### src/rtl/led_bank_scheduler.sv
// led_bank_scheduler: round-robin time-multiplexer of a 16-LED bank among
// four pattern requesters, each holding the bank for a fixed tick-based slot.
//
// Ports:
//   clk        in   system clock
//   reset      in   asynchronous active-high reset
//   req[3:0]   in   level-sensitive bank requests
//   done[3:0]  in   early-release pulses (only the owner's bit matters)
//   data[63:0] in   patterns, requester i on bits [16i+15:16i]
//   gnt[3:0]   out  registered one-hot grant, zero when the bank is free
//   led[15:0]  out  registered LED drive, one cycle behind gnt
//   busy       out  high while granting or blanking between owners
//   slot_tick  out  one-cycle pulse on each prescaler tick during a grant
//
// Parameters: TICK_DIV (clk cycles per tick, >= 2),
//             HOLD_TICKS (ticks per slot, >= 1).
// Macro LED_GAP_EN: when defined, every handover passes through a one-tick
// blank (GAP) with led = 0; when undefined, handover is back-to-back.
module led_bank_scheduler #(
  parameter int unsigned TICK_DIV   = 12000000,
  parameter int unsigned HOLD_TICKS = 4
) (
  input  logic        clk,
  input  logic        reset,
  input  logic [3:0]  req,
  input  logic [3:0]  done,
  input  logic [63:0] data,
  output logic [3:0]  gnt,
  output logic [15:0] led,
  output logic        busy,
  output logic        slot_tick
);

  localparam int PW = $clog2(TICK_DIV);
  localparam int HW = $clog2(HOLD_TICKS) + 1;

  localparam logic [PW-1:0] PRE_LAST  = PW'(TICK_DIV - 1);
  localparam logic [HW-1:0] HOLD_LAST = HW'(HOLD_TICKS - 1);

`ifdef LED_GAP_EN
  typedef enum logic [1:0] {
    S_IDLE  = 2'd0,
    S_GRANT = 2'd1,
    S_GAP   = 2'd2
  } state_e;
`else
  typedef enum logic [1:0] {
    S_IDLE  = 2'd0,
    S_GRANT = 2'd1
  } state_e;
`endif

  state_e        state_q, state_d;
  logic [1:0]    last_q, last_d;
  logic [PW-1:0] presc_q, presc_d;
  logic [HW-1:0] hold_q, hold_d;
  logic [3:0]    gnt_q, gnt_d;
  logic [15:0]   led_q, led_d;

  logic          tick;
  logic          owner_req;
  logic          owner_done;
  logic          hold_end;
  logic          release_c;

  logic [3:0]    arb_mask;
  logic [3:0]    arb_req;
  logic          arb_hit;
  logic [1:0]    arb_idx;
  logic [1:0]    cand;

  // last_q doubles as the current owner while granted
  assign tick       = (presc_q == PRE_LAST);
  assign owner_req  = req[last_q];
  assign owner_done = done[last_q];
  assign hold_end   = tick && (hold_q == HOLD_LAST);
  assign release_c  = !owner_req || owner_done || hold_end;

  // An owner leaving via done must not win the arbitration it triggers
  assign arb_mask = (state_q == S_GRANT && owner_done)
                  ? (4'b0001 << last_q) : 4'b0000;
  assign arb_req  = req & ~arb_mask;

  // Round-robin search from last_q+1; the last owner is tried last
  always_comb begin
    arb_hit = 1'b0;
    arb_idx = last_q;
    cand    = last_q;
    for (int i = 1; i <= 4; i++) begin
      cand = last_q + 2'(i);
      if (!arb_hit && arb_req[cand]) begin
        arb_hit = 1'b1;
        arb_idx = cand;
      end
    end
  end

  always_comb begin
    state_d = state_q;
    last_d  = last_q;
    presc_d = presc_q;
    hold_d  = hold_q;
    unique case (state_q)
      S_IDLE: begin
        if (arb_hit) begin
          state_d = S_GRANT;
          last_d  = arb_idx;
          presc_d = '0;
          hold_d  = '0;
        end
      end
      S_GRANT: begin
        presc_d = tick ? '0 : presc_q + 1'b1;
        if (tick) begin
          hold_d = hold_q + 1'b1;
        end
        if (release_c) begin
          presc_d = '0;
          hold_d  = '0;
`ifdef LED_GAP_EN
          state_d = S_GAP;
`else
          if (arb_hit) begin
            state_d = S_GRANT;
            last_d  = arb_idx;
          end else begin
            state_d = S_IDLE;
          end
`endif
        end
      end
`ifdef LED_GAP_EN
      S_GAP: begin
        presc_d = presc_q + 1'b1;
        if (tick) begin
          presc_d = '0;
          hold_d  = '0;
          if (arb_hit) begin
            state_d = S_GRANT;
            last_d  = arb_idx;
          end else begin
            state_d = S_IDLE;
          end
        end
      end
`endif
      default: begin
        state_d = S_IDLE;
        presc_d = '0;
        hold_d  = '0;
      end
    endcase
  end

  always_comb begin
    gnt_d = 4'b0000;
    if (state_d == S_GRANT) begin
      gnt_d = 4'b0001 << last_d;
    end
  end

  always_comb begin
    led_d = 16'h0000;
    if (gnt_q != 4'b0000) begin
      led_d = data[{last_q, 4'b0000} +: 16];
    end
  end

  always_ff @(posedge clk or posedge reset) begin
    if (reset) begin
      state_q <= S_IDLE;
      last_q  <= 2'd3;
      presc_q <= '0;
      hold_q  <= '0;
      gnt_q   <= 4'b0000;
      led_q   <= 16'h0000;
    end else begin
      state_q <= state_d;
      last_q  <= last_d;
      presc_q <= presc_d;
      hold_q  <= hold_d;
      gnt_q   <= gnt_d;
      led_q   <= led_d;
    end
  end

  assign gnt       = gnt_q;
  assign led       = led_q;
  assign busy      = (state_q != S_IDLE);
  assign slot_tick = (state_q == S_GRANT) && tick;

endmodule

### config.mk
export PLATFORM = sky130hd
export DESIGN_NAME = led_bank_scheduler
export DESIGN_NICKNAME = d
export VERILOG_FILES = /design/src/rtl/led_bank_scheduler.sv
export SDC_FILE = /design/constraint.sdc
export NUM_CORES = 1
export LEC_CHECK = 0
export ABC_AREA = 1
export BUFFER_PORTS_ARGS = -buffer_cell sky130_fd_sc_hd__clkbuf_2
export CORE_ASPECT_RATIO = 1.25
export CORE_MARGIN = 2
export CORE_UTILIZATION = 48
export CTS_CLUSTER_SIZE = 20
export DETAILED_ROUTE_END_ITERATION = 12
export HOLD_SLACK_MARGIN = 0.15
export PLACE_DENSITY = 0.81
export SLEW_MARGIN = 15
export SYNTH_ARGS = -nofsm -noshare
export SYNTH_HDL_FRONTEND = slang
export SYNTH_SLANG_ARGS = --single-unit
### constraint.sdc
create_clock -name clk -period 2.3 [get_ports clk]
set_input_delay 0.23 -clock clk [delete_from_list [all_inputs] [get_ports clk]]
set_output_delay 0.23 -clock clk [all_outputs]
set_load 0.05 [all_outputs]
# Word-level counts from Yosys, hierarchy flattened
# Cells that the tools add are included.
dict set report totals {
  inputBits 74
  register_bits 51
}
dict set report op_classes {
  shifts 3
  n_reduce_logical 16
  n_bitwise 2
  eq_ne 6
  muxes 38
  n_addsub 5
  n_lt_le_gt_ge 4
}
# operator n
set ops {}
lappend ops {{2-to-1 mux 24 bit} 3}
lappend ops {{indexed part select 64 x 7 -> 16 bit} 1}
lappend ops {{case mux 24 bit (2 select lines)} 1}
lappend ops {{adder 24 x 1 -> 24 bit (second input constant)} 1}
lappend ops {{== test 24 bit (second input constant)} 1}
lappend ops {{2-to-1 mux 16 bit} 1}
lappend ops {{2-to-1 mux 2 bit} 8}
lappend ops {{binary-select mux 1 bit (select 2 bit)} 6}
lappend ops {{less-than comparator 2 x 3 -> 1 bit (second input constant)} 4}
lappend ops {{2-to-1 mux 1 bit} 11}
lappend ops {{2-to-1 mux 3 bit} 3}
lappend ops {{2-to-1 mux 4 bit} 2}
lappend ops {{case mux 2 bit (2 select lines)} 2}
lappend ops {{<< shifter 1 x 2 -> 4 bit (first input constant)} 2}
lappend ops {{logical AND 1 bit} 6}
lappend ops {{case mux 3 bit (2 select lines)} 1}
lappend ops {{adder 2 bit (second input constant)} 2}
lappend ops {{AND 4 bit} 1}
lappend ops {{== test 2 x 1 -> 1 bit (second input constant)} 2}
lappend ops {{logical NOT 1 bit} 4}
lappend ops {{inverter 4 bit} 1}
lappend ops {{nonzero test 4 bit} 1}
lappend ops {{adder 3 x 1 -> 3 bit (second input constant)} 1}
lappend ops {{== test 3 x 2 -> 1 bit (second input constant)} 1}
lappend ops {{other kinds (7)} 8}

# Depth between registers and ports, before layout
# Gate-level depths: netlist (run 1).
dict set report depth {
  word_depth 23
  ltp_mapped 17
  depth_no_buf 15
}

# Least setup slack after synthesis (run 1)
# Ideal clock, no wire load.
dict set report synth_path {
  path_type {register -> register}
  start {register last_q[1]}
  end {register presc_q[8]}
  path_stages_with_launch 15
  slack_ps 11
  setup_time_ps 120
  period_less_slack_ps 2289
  arrival_ps 2169
  cell_sequence {dfstp_2 > inv_1 > clkbuf_1 > clkbuf_1 > ha_1 > nand4_1 > nand2_1 > nand2_1 > inv_2 > nand2_4 > nor2_8 > nand2_8 > buf_6 > a21oi_1 > nor2_1}
}
dict set report synth_via {
  elab_chain_len 19
  word_cells_on_any_way 36
  cone_classes {add/sub (3); eq/ne (1); shift (1); mux (19); bitwise (2); reduce/logical (10)}
}
# element line_no
set synth_lines {}
lappend synth_lines {{start: declaration} 54} ;# logic [1:0] last_q, last_d;
lappend synth_lines {{start signal: assignment} 179} ;# last_q <= last_d;
lappend synth_lines {{binary-select mux 1 bit (select 2 bit)} 75} ;# assign owner_done = done[last_q];
lappend synth_lines {{2-to-1 mux 1 bit (implied by the code)} 75}
lappend synth_lines {{logical AND 1 bit} 80} ;# assign arb_mask = (state_q == S_GRANT && owner_done)
lappend synth_lines {{2-to-1 mux 4 bit} 81} ;# ? (4'b0001 << last_q) : 4'b0000;
lappend synth_lines {{inverter 4 bit} 82} ;# assign arb_req = req & ~arb_mask;
lappend synth_lines {{AND 4 bit} 82}
lappend synth_lines {{binary-select mux 1 bit (select 2 bit)} 91} ;# if (!arb_hit && arb_req[cand]) begin
lappend synth_lines {{2-to-1 mux 1 bit (implied by the code)} 91}
lappend synth_lines {{(+3 left out)} --}
lappend synth_lines {{2-to-1 mux 1 bit} 91}
lappend synth_lines {{logical NOT 1 bit} 91}
lappend synth_lines {{logical AND 1 bit} 91}
lappend synth_lines {{2-to-1 mux 1 bit} 91}
lappend synth_lines {{logical NOT 1 bit} 91}
lappend synth_lines {{logical AND 1 bit} 91}
lappend synth_lines {{2-to-1 mux 1 bit} 91}
lappend synth_lines {{inequality test 2 bit (no line)} --}
lappend synth_lines {{end signal: assignment} 180} ;# presc_q <= presc_d;
lappend synth_lines {{end: declaration} 55} ;# logic [PW-1:0] presc_q, presc_d;
# Several ways; a longest one is shown, not always the timed one. The select of a mux whose other input is x is not followed.
# A chain may end at the register's enable or synchronous reset.

# Final worst setup path (run 1)
dict set report layout_path {
  start {register presc_q[4]}
  end {output port slot_tick}
}
dict set report layout_via {
  elab_chain_len 2
}
# element line_no
set layout_lines {}
lappend layout_lines {{== test 24 bit} 73} ;# assign tick = (presc_q == PRE_LAST);
lappend layout_lines {{logical AND 1 bit} 190} ;# assign slot_tick = (state_q == S_GRANT) && tick;
lappend layout_lines {{end: declaration} 31} ;# output logic slot_tick
# Every way passes these cells.

==> results of run 1 <==
==> flip-flops by register name, summed over array words and instances, names as in the netlist <==
| name | cells |
|---|---|
| presc_q | 24 |
| led | 16 |
| gnt | 4 |
| hold_q | 3 |
| last_q | 2 |
| state_q | 2 |
==> per-layer routing <==
metal  wire length (µm)  track usage [%]  up-vias
met3                794             4.63       21
li1                   -                -     1771
met4                225             9.26        0
met2               5240             47.6      183
met5                  0                0        -
met1               3660             31.4     1694
==> Yosys cell counts, drive strengths merged <==
library cell	n	area [µm²]
xnor2	1	8.76
o21ai	45	229
nand2	79	364
conb	1	3.75
o32ai	5	43.8
nand4	21	146
xor2	12	105
a21oi	23	115
buf	10	70.1
dfstp	2	52.6
o21bai	1	7.51
clkinv	1	3.75
ha	7	87.6
o22ai	1	12.5
nor3	23	156
nor3b	1	7.51
dfrtp	49	1230
nand3	24	148
and2	1	6.26
inv	49	191
clkbuf	9	33.8
nor2	97	402
nor4	4	25.0
or2	1	6.26
o41ai	6	52.6
==> worst paths after layout <==
check,from,endpoint,cells past startpoint
max,presc_q[4],slot_tick,7
min,data[51],led[3],3
max reg2reg,last_q[0],presc_q[11],13
min reg2reg,hold_q[0],hold_q[0],1
max in group asynchronous,reset,last_q[0],4
min in group asynchronous,reset,presc_q[21],3
==> critical path, cell delays in order, from the launching register on <==
cell     delay, ps
dfrtp_1        400
inv_1          130
nor3_2         290
nand2_2        150
inv_1          150
nand3_2        170
nor2_1         140
buf_4          210
==> cells by family after synthesis <==
kind of cell | count (synthesis) | synth area share [%]
AO/OA/AOI/OAI | 81 | 13.1
XOR/XNOR | 13 | 3.25
buffers and inverters | 69 | 8.53
flip-flops | 51 | 36.5
adder cells (fa/ha/maj) | 7 | 2.50
AND/OR/NAND/NOR | 251 | 36.0
other | 1 | 0.107
==> final cells by class <==
class | count | area, µm² | share of cell area (%)
Timing Repair Buffer | 114 | 621 | 14.6
Tap cell | 90 | 113 | 2.65
Sequential cell | 51 | 1280 | 30.2
Inverter | 50 | 198 | 4.66
Clock inverter | 3 | 26.3 | 0.619
Multi-Input combinational cell | 353 | 1940 | 45.7
Clock buffer | 5 | 68.8 | 1.62
==> where the power goes <==
| part | leakage [nW] | internal, mW | total [mW] | switching (mW) |
|---|---|---|---|---|
| sequential | 0.685 | 1.08 | 1.19 | 0.114 |
| clock | 0.0491 | 0.225 | 0.565 | 0.340 |
| combinational | 1.30 | 0.762 | 2.54 | 1.77 |
| total | 2.03 | 2.06 | 4.29 | 2.23 |
==> per-stage QoR <==
stage                     hold slack, ps  utilization [%]
after detailed placement             309             58.3
final                                195             60.5
after floorplan                      428                -
after global placement               301             58.3
after CTS                            194             59.9
after global routing                 192             60.5
==> timing repair <==
| item | 4_1_cts | 5_1_grt |
|---|---|---|
| resized for setup | 2 | 3 |
| setup endpoints to repair | 1 | 23 |
| hold buffers | 1 | 0 |
| endpoints found under the hold margin | 25 | 0 |
| gates cloned | 0 | 0 |
| buffers inserted | 0 | 5 |
==> flow_summary.yaml, run 1 <==
synth:
  synth.cell_area_um2: 3500
  synth_seq_area_share_pct: 36.5
  syn_inst: 473
  ys_ff_latch: 51
  postSynthAreaPerCell_um2: 7.41
  yosys_warnings: 0
  yosysUniqueCellTypes: 41
  syn_nets: 554
floorplan:
  pin_count: 96
  rows: 34
  fp.dieW_um: 80.4
  core_area_um2: 7020
  dieArea_um2: 8010
  initial_utilization_pct: 49.9
  die_h_um: 99.5
global_route:
  grt_pass1_vias: 3641
  grt-ovfl-total: 0
  grt_max_degree: 34
  antenna_found_initial: 0
  grt_pass1_wl_um: 16700
  grt.total_usage_pct: 26.5
critical_path:
  criticalPathCategory: "reg -> out"
  worstPathMaxFanout: 6
  rrSetupSlack_ps: 160
  critPathCaptureType: "primary output"
  startpoint_type: "flop"
  crit_required_ps: 2070
  worstPathArrival_ps: 1960
timing:
  setup_ws_ps: 113
  slew_headroom_pct: 61.3
  setup_viol: 0
  worst_clock_skew_ps: 8.18
  finalCritPeriodShare_pct: 95.1
  tns_ps: 0
  finalHoldViolations: 0
  fmax_mhz: 457
  min_period_ps: 2190
  slew_viol_final: 0
  rsz0062_at_grt: "no"
  tightest_slew_ps: 579
clock_tree:
  clockRootBuffer: "clkbuf_8"
  htreeDepth: 2
  cts_tree: "done"
  clock_path_buffers: 2
  clk_pin_slew_ps: 100
  numCtsBuffers: 5
  clk_latency_ps: 320
  cts_sinks: 51
routing:
  totalWireLength_um: 9920
  vias: 3669
  first_iter_violations: 333
  wl_per_cell_um: 14.9
  ant_nets: 0
  via_per_inst: 5.51
  drc: 0
  drt_first_pass_iters: 5
finish:
  final_common_cell: "clkbuf_2"
  nets: 656
  fillCellCount: 657
  drive_above_1_share_pct: 28.0
  fin_area_um2: 4240
  area_growth_pct: 21.1
  antenna-diode-count: 0
  layout.cells.non_filler: 666
  layout_common_cells: "clkbuf_2 (95), nor2_1 (93), nand2_1 (71)"
power_and_ir_drop:
  p_per_area_nw_per_um2: 1010
  p_leak_nw: 2.03
  ir_worst_vdd_mv: 0.889
  power_mw: 4.29
outcome:
  status: "complete, no violations"
placement:
  pre_cts_ws_ps: 121
  hpwl_um: 7850
  post-place-cells: 652
  place_congestion: 1.04
  portBuffers: 95
  placed_area_um2: 4090
run:
  cap_violations: 0
worst_hold_path:
  hp-class: "in -> reg"
Power figures use the tool's default switching activity.
==> run 2: changes to the inputs <==
--- a/config.mk
+++ b/config.mk
@@ -9,11 +9,11 @@
 export BUFFER_PORTS_ARGS = -buffer_cell sky130_fd_sc_hd__clkbuf_2
 export CORE_ASPECT_RATIO = 1.25
 export CORE_MARGIN = 2
-export CORE_UTILIZATION = 48
+export CORE_UTILIZATION = 53
 export CTS_CLUSTER_SIZE = 20
 export DETAILED_ROUTE_END_ITERATION = 12
 export HOLD_SLACK_MARGIN = 0.15
-export PLACE_DENSITY = 0.81
+export PLACE_DENSITY = 0.85
 export SLEW_MARGIN = 15
 export SYNTH_ARGS = -nofsm -noshare
 export SYNTH_HDL_FRONTEND = slang
==> constraint.sdc (replaced) <==
create_clock -name clk -period 2.1 [get_ports clk]
set_input_delay 0.21 -clock clk [delete_from_list [all_inputs] [get_ports clk]]
set_output_delay 0.21 -clock clk [all_outputs]
set_load 0.05 [all_outputs]
==> flow_summary.yaml, run 2 (synthesis gave the netlist of run 1 again) <==
critical_path:
  critPathCaptureType: "flop"
  criticalPathCategory: "reg -> reg"
  slowest_stage: "dfstp_2"
  crit_required_ps: 2360
  critPathBufInv: 3
  critPathMaxStageDelay_ps: 640
  worstPathMaxFanout: 6
  startpoint_type: "flop"
  worstPathArrival_ps: 2350
  path_cells: "buf_6 > ha_4 > nand4_1 > nand2_1 > nand2_2 > inv_2 > nand2_4 > nor2_8 > nand2_8 > nand2_8 > buf_6 > nand2_2 > nor2_2"
  critPathTopFamily: "simple AND/OR/NAND/NOR gates"
clock_tree:
  clock_path_buffers: 2
  clockRootBuffer: "clkbuf_8"
  clk_pin_slew_ps: 100
  cts_sinks: 51
  htreeDepth: 2
  clk_latency_ps: 320
  numCtsBuffers: 5
  cts_tree: "done"
timing:
  finalHoldViolations: 0
  tightest_slew_ps: 643
  worst_clock_skew_ps: 8.56
  slew_headroom_pct: 57.1
  fmax_mhz: 478
  finalCritPeriodShare_pct: 99.7
  min_period_ps: 2090
  whs_ps: 175
  rsz0062_at_grt: "yes"
  slew_viol_final: 0
  setup_viol: 0
placement:
  post-place-cells: 663
  hpwl_um: 7430
  portBuffers: 95
  place_congestion: 0.979
floorplan:
  pin_count: 96
  fp.dieW_um: 76.7
  core_area_um2: 6480
  die_h_um: 94.9
  initial_utilization_pct: 54.1
  dieArea_um2: 7280
  rows: 33
finish:
  antenna-diode-count: 0
  layout_common_cells: "clkbuf_2 (95), nor2_1 (86), nand2_1 (61)"
  nets: 684
  drive_above_1_share_pct: 36.1
  layout.cells.non_filler: 691
  top_register: "presc_q"
  largest_reg_flops: 24
  final_util_pct: 71.4
  final_common_cell: "clkbuf_2"
  area_growth_pct: 32.0
global_route:
  grt-ovfl-total: 0
  grt.total_usage_pct: 27.0
  antenna_found_initial: 0
  grt_max_degree: 52
  grt_pass1_vias: 3436
  grt_pass1_wl_um: 15600
outcome:
  status: "complete, no violations"
routing:
  totalWireLength_um: 10400
  drt_first_pass_iters: 6
  first_iter_violations: 259
  ant_nets: 0
  vias: 3875
  via_per_inst: 5.61
  wl_per_cell_um: 15.1
  drc: 0
power_and_ir_drop:
  ir_worst_vdd_mv: 1.22
  p_leak_nw: 2.23
  power_mw: 4.96
  p_per_area_nw_per_um2: 1070
worst_hold_path:
  hp-class: "in -> reg"
run:
  cap_violations: 0
-- run 2: changes by cell type in the layout (fill, tap and decap cells not counted), moves of 4 or more --
cell	change
nand2_2	+9
nor2_2	+6
buf_6	+4
a21oi_2	+4
o21ai_0	-5
a21oi_1	-4
buf_4	+21
nand2_1	-10
nor2_1	-7
-- run 2: path summary, 6_finish.rpt --
check / cells after the start / slack [ps] / end / start
min reg2reg: 1 / 520 / hold_q[0] / hold_q[0]
max: 13 / 7 / presc_q[3] / last_q[0]
min in group asynchronous: 4 / 590 / hold_q[1] / reset
max in group asynchronous: 4 / 1080 / presc_q[22] / reset
max reg2reg: 13 / 7 / presc_q[3] / last_q[0]
min: 3 / 170 / led[7] / data[55]
-- run 2: final cells by class --
class	count	area, µm²
Clock buffer	5	68.8
Clock inverter	3	28.8
Fill cell	490	1860
Inverter	50	208
Multi-Input combinational cell	354	2080
Sequential cell	51	1280
Tap cell	87	109
Timing Repair Buffer	141	857
-- run 2: what timing repair did --
action / in CTS / in global routing
setup buffers: 2 / 16
endpoints found under the setup margin: 3 / 32
hold buffers: 1 / 0
pin swaps: 0 / 17
hold endpoints to repair: 49 / 0
cloned: 0 / 1
resized for setup: 5 / 49
-- run 2: per-stage QoR --
| step | setup slack [ps] | area, µm² | setup TNS [ps] |
|---|---|---|---|
| floorplan | 7.06 | 3530 | 0 |
| global placement | 11.1 | 4200 | 0 |
| detailed placement | -12.2 | 4200 | -21.1 |
| CTS | 11.8 | 4340 | 0 |
| global route | -114 | 4630 | -1370 |
| finish | 6.80 | 4630 | 0 |
-- run 2: metal layers --
layer  vias to the layer above  GRT usage (%)  part of all wire, %
met3                        47           3.73                  6.2
met5                         -              0                    0
met4                         0           13.8                  4.5
met1                      1790           29.7                   36
li1                       1833              -                    -
met2                       205           50.5                   54
-- run 2: report_power, final --
group / internal [mW] / total [mW] / switching (mW) / leakage, nW
combinational: 1.02 / 3.05 / 2.03 / 1.49
clock: 0.248 / 0.633 / 0.385 / 0.0502
sequential: 1.18 / 1.28 / 0.107 / 0.687
-- run 2: worst reg2reg max path, stage by stage, from the launching register on --
cell and delay (ps):
dfstp_2 640, buf_6 140, ha_4 110, nand4_1 140
nand2_1 130, nand2_2 80, inv_2 70, nand2_4 70
nor2_8 130, nand2_8 110, nand2_8 140, buf_6 130
nand2_2 60, nor2_2 100
==> run 3: changes to the inputs <==
--- a/config.mk
+++ b/config.mk
@@ -9,11 +9,11 @@
 export BUFFER_PORTS_ARGS = -buffer_cell sky130_fd_sc_hd__clkbuf_2
 export CORE_ASPECT_RATIO = 1.25
 export CORE_MARGIN = 2
-export CORE_UTILIZATION = 53
+export CORE_UTILIZATION = 40
 export CTS_CLUSTER_SIZE = 20
 export DETAILED_ROUTE_END_ITERATION = 12
 export HOLD_SLACK_MARGIN = 0.15
-export PLACE_DENSITY = 0.85
+export PLACE_DENSITY = 0.68
 export SLEW_MARGIN = 15
 export SYNTH_ARGS = -nofsm -noshare
 export SYNTH_HDL_FRONTEND = slang
==> constraint.sdc (replaced) <==
create_clock -name clk -period 2.1 [get_ports clk]
set_input_delay 0.21 -clock clk [delete_from_list [all_inputs] [get_ports clk]]
set_output_delay 0.21 -clock clk [all_outputs]
set_load 0.1 [all_outputs]
==> flow_summary.yaml, run 3 (synthesis gave the netlist of run 1 again) <==
timing:
  worst_clock_skew_ps: 5.91
  setup_ws_ps: 51.8
  slew_headroom_pct: 45.8
  slew_viol_final: 0
  tns_ps: 0
  finalCritPeriodShare_pct: 97.5
  rsz0062_at_grt: "yes"
  fmax_mhz: 488
  tightest_slew_ps: 812
  min_period_ps: 2050
  setup_viol: 0
  finalHoldViolations: 0
  whs_ps: 193
finish:
  drive_above_1_share_pct: 36.4
  top_register: "presc_q"
  layout_common_cells: "clkbuf_2 (94), nor2_1 (90), nand2_1 (63)"
  fillCellCount: 824
  largest_reg_flops: 24
  layout.cells.non_filler: 719
  final_common_cell: "clkbuf_2"
  fin_area_um2: 4670
  nets: 679
  final_util_pct: 54.3
  antenna-diode-count: 0
  area_growth_pct: 33.3
global_route:
  grt.total_usage_pct: 21.2
  grt_pass1_wl_um: 16000
  grt-ovfl-total: 0
  grt_max_degree: 39
  antenna_found_initial: 0
  grtUsageMet2_pct: 38.5
  busiest_layer: "met2"
  grt_pass1_vias: 3583
  use_met1_pct: 23.1
  grtUsageMet3_pct: 4.01
critical_path:
  critPathTopFamily: "simple AND/OR/NAND/NOR gates"
  r2r-end: "presc_q[2]"
  critPathCaptureType: "flop"
  reg2regPathDepth: 12
  startpoint_type: "flop"
  worstPathArrival_ps: 2250
  slowest_stage: "dfstp_2"
  crit_path_end: "presc_q[2]"
  rrSetupSlack_ps: 50
  crit_start: "last_q[0]"
  path_cells: "buf_6 > ha_4 > nand4_1 > nand2_1 > nand2_1 > inv_2 > nand2_4 > nor2_8 > nand2_8 > buf_8 > a21oi_1 > nor2_1"
  worstPathMaxFanout: 8
  crit_required_ps: 2300
  crit_top_cell: "nand2_1"
  critPathBufInv: 3
  cp_num_cells: 12
  worstReg2RegStart: "last_q[0]"
  critPathMaxStageDelay_ps: 640
  criticalPathCategory: "reg -> reg"
outcome:
  status: "complete, no violations"
floorplan:
  die_h_um: 109
  fp.dieW_um: 87.7
  rows: 38
  pin_count: 96
  initial_utilization_pct: 40.7
  dieArea_um2: 9530
  core_area_um2: 8610
power_and_ir_drop:
  p_comb_share_pct: 65.3
  p_int_mw: 2.43
  seq_power_share_pct: 23.6
  ir_worst_vdd_mv: 0.865
  p_sw_mw: 2.99
  p_leak_nw: 2.21
  power_mw: 5.43
  power.share.clock_pct: 11.0
  switching_share_pct: 55.2
  p_per_area_nw_per_um2: 1160
placement:
  place_congestion: 0.977
  post-place-cells: 697
  hpwl_um: 7620
  portBuffers: 95
  placed_area_um2: 4280
  pre_cts_ws_ps: -24.4
clock_tree:
  cts_tree: "done"
  numCtsBuffers: 5
  htreeDepth: 2
  clock_path_buffers: 2
  clk_pin_slew_ps: 100
  clk_latency_ps: 300
  clockRootBuffer: "clkbuf_8"
  cts_sinks: 51
routing:
  ant_nets: 0
  drt_first_pass_iters: 4
  totalWireLength_um: 9850
  vias: 3679
  via_per_inst: 5.12
  wl_per_cell_um: 13.7
  first_iter_violations: 178
  drc: 0
run:
  cap_violations: 0
worst_hold_path:
  hp-class: "in -> reg"
run 3: cell types whose count changed in the layout (fill, tap and decap cells not counted), sizes merged:
| cell | previous run | this run |
|---|---|---|
| nand2 | 80 | 79 |
| inv | 49 | 50 |
| clkinv | 4 | 3 |
| buf | 44 | 42 |
| clkbuf | 101 | 99 |
run 3: layout make-up:
class | instances | area, µm² | share of cell area, %
clock buffer | 5 | 68.8 | 1.47
clock inverter | 3 | 26.3 | 0.562
inverter | 50 | 205 | 4.39
multi-input combinational | 353 | 2100 | 45.0
sequential | 51 | 1280 | 27.4
tap | 120 | 150 | 3.21
timing repair buffer | 137 | 840 | 18.0
run 3: metal layers:
metal / up-vias / share of wire, %
li1: 1825 / -
met1: 1683 / 38
met2: 145 / 52
met3: 26 / 6.0
met4: 0 / 3.6
met5: - / 0
run 3: worst min path at each step:
stage                     startpoint  endpoint  slack [ps]  cells after the start
after floorplan             data[48]    led[0]         410                      2
after global placement         reset    led[4]         400                      2
after detailed placement       reset    led[2]         410                      2
after CTS                   data[53]    led[5]         180                      3
after global routing        data[52]    led[4]         190                      3
final                       data[53]    led[5]         190                      3
run 3: timing repair:
item | CTS | global route
resized for setup | 2 | 50
buffers inserted | 2 | 11
hold endpoints to repair | 34 | 0
pin swaps | 0 | 20
setup endpoints to repair | 3 | 33
hold buffers | 1 | 0
run 3: power groups by stage:
stage	Sequential (mW)	Combinational [mW]	Clock, mW
2_1_floorplan	2.22	1.67	0
3_3_place_gp	1.30	3.27	0
3_5_place_dp	1.31	3.30	0
4_1_cts	1.28	3.34	0.622
5_1_grt	1.31	3.86	0.665
6_report	1.28	3.55	0.598
run 3: worst register-to-register path, delay by kind of cell, from the launching register on:
kind                       cells  cell delay [ps]
buffers and inverters          3              400
AOI/OAI and AO/OA              1              140
adders and majority gates      1              110
DFF                            1              640
and+or+nand+nor                7              670
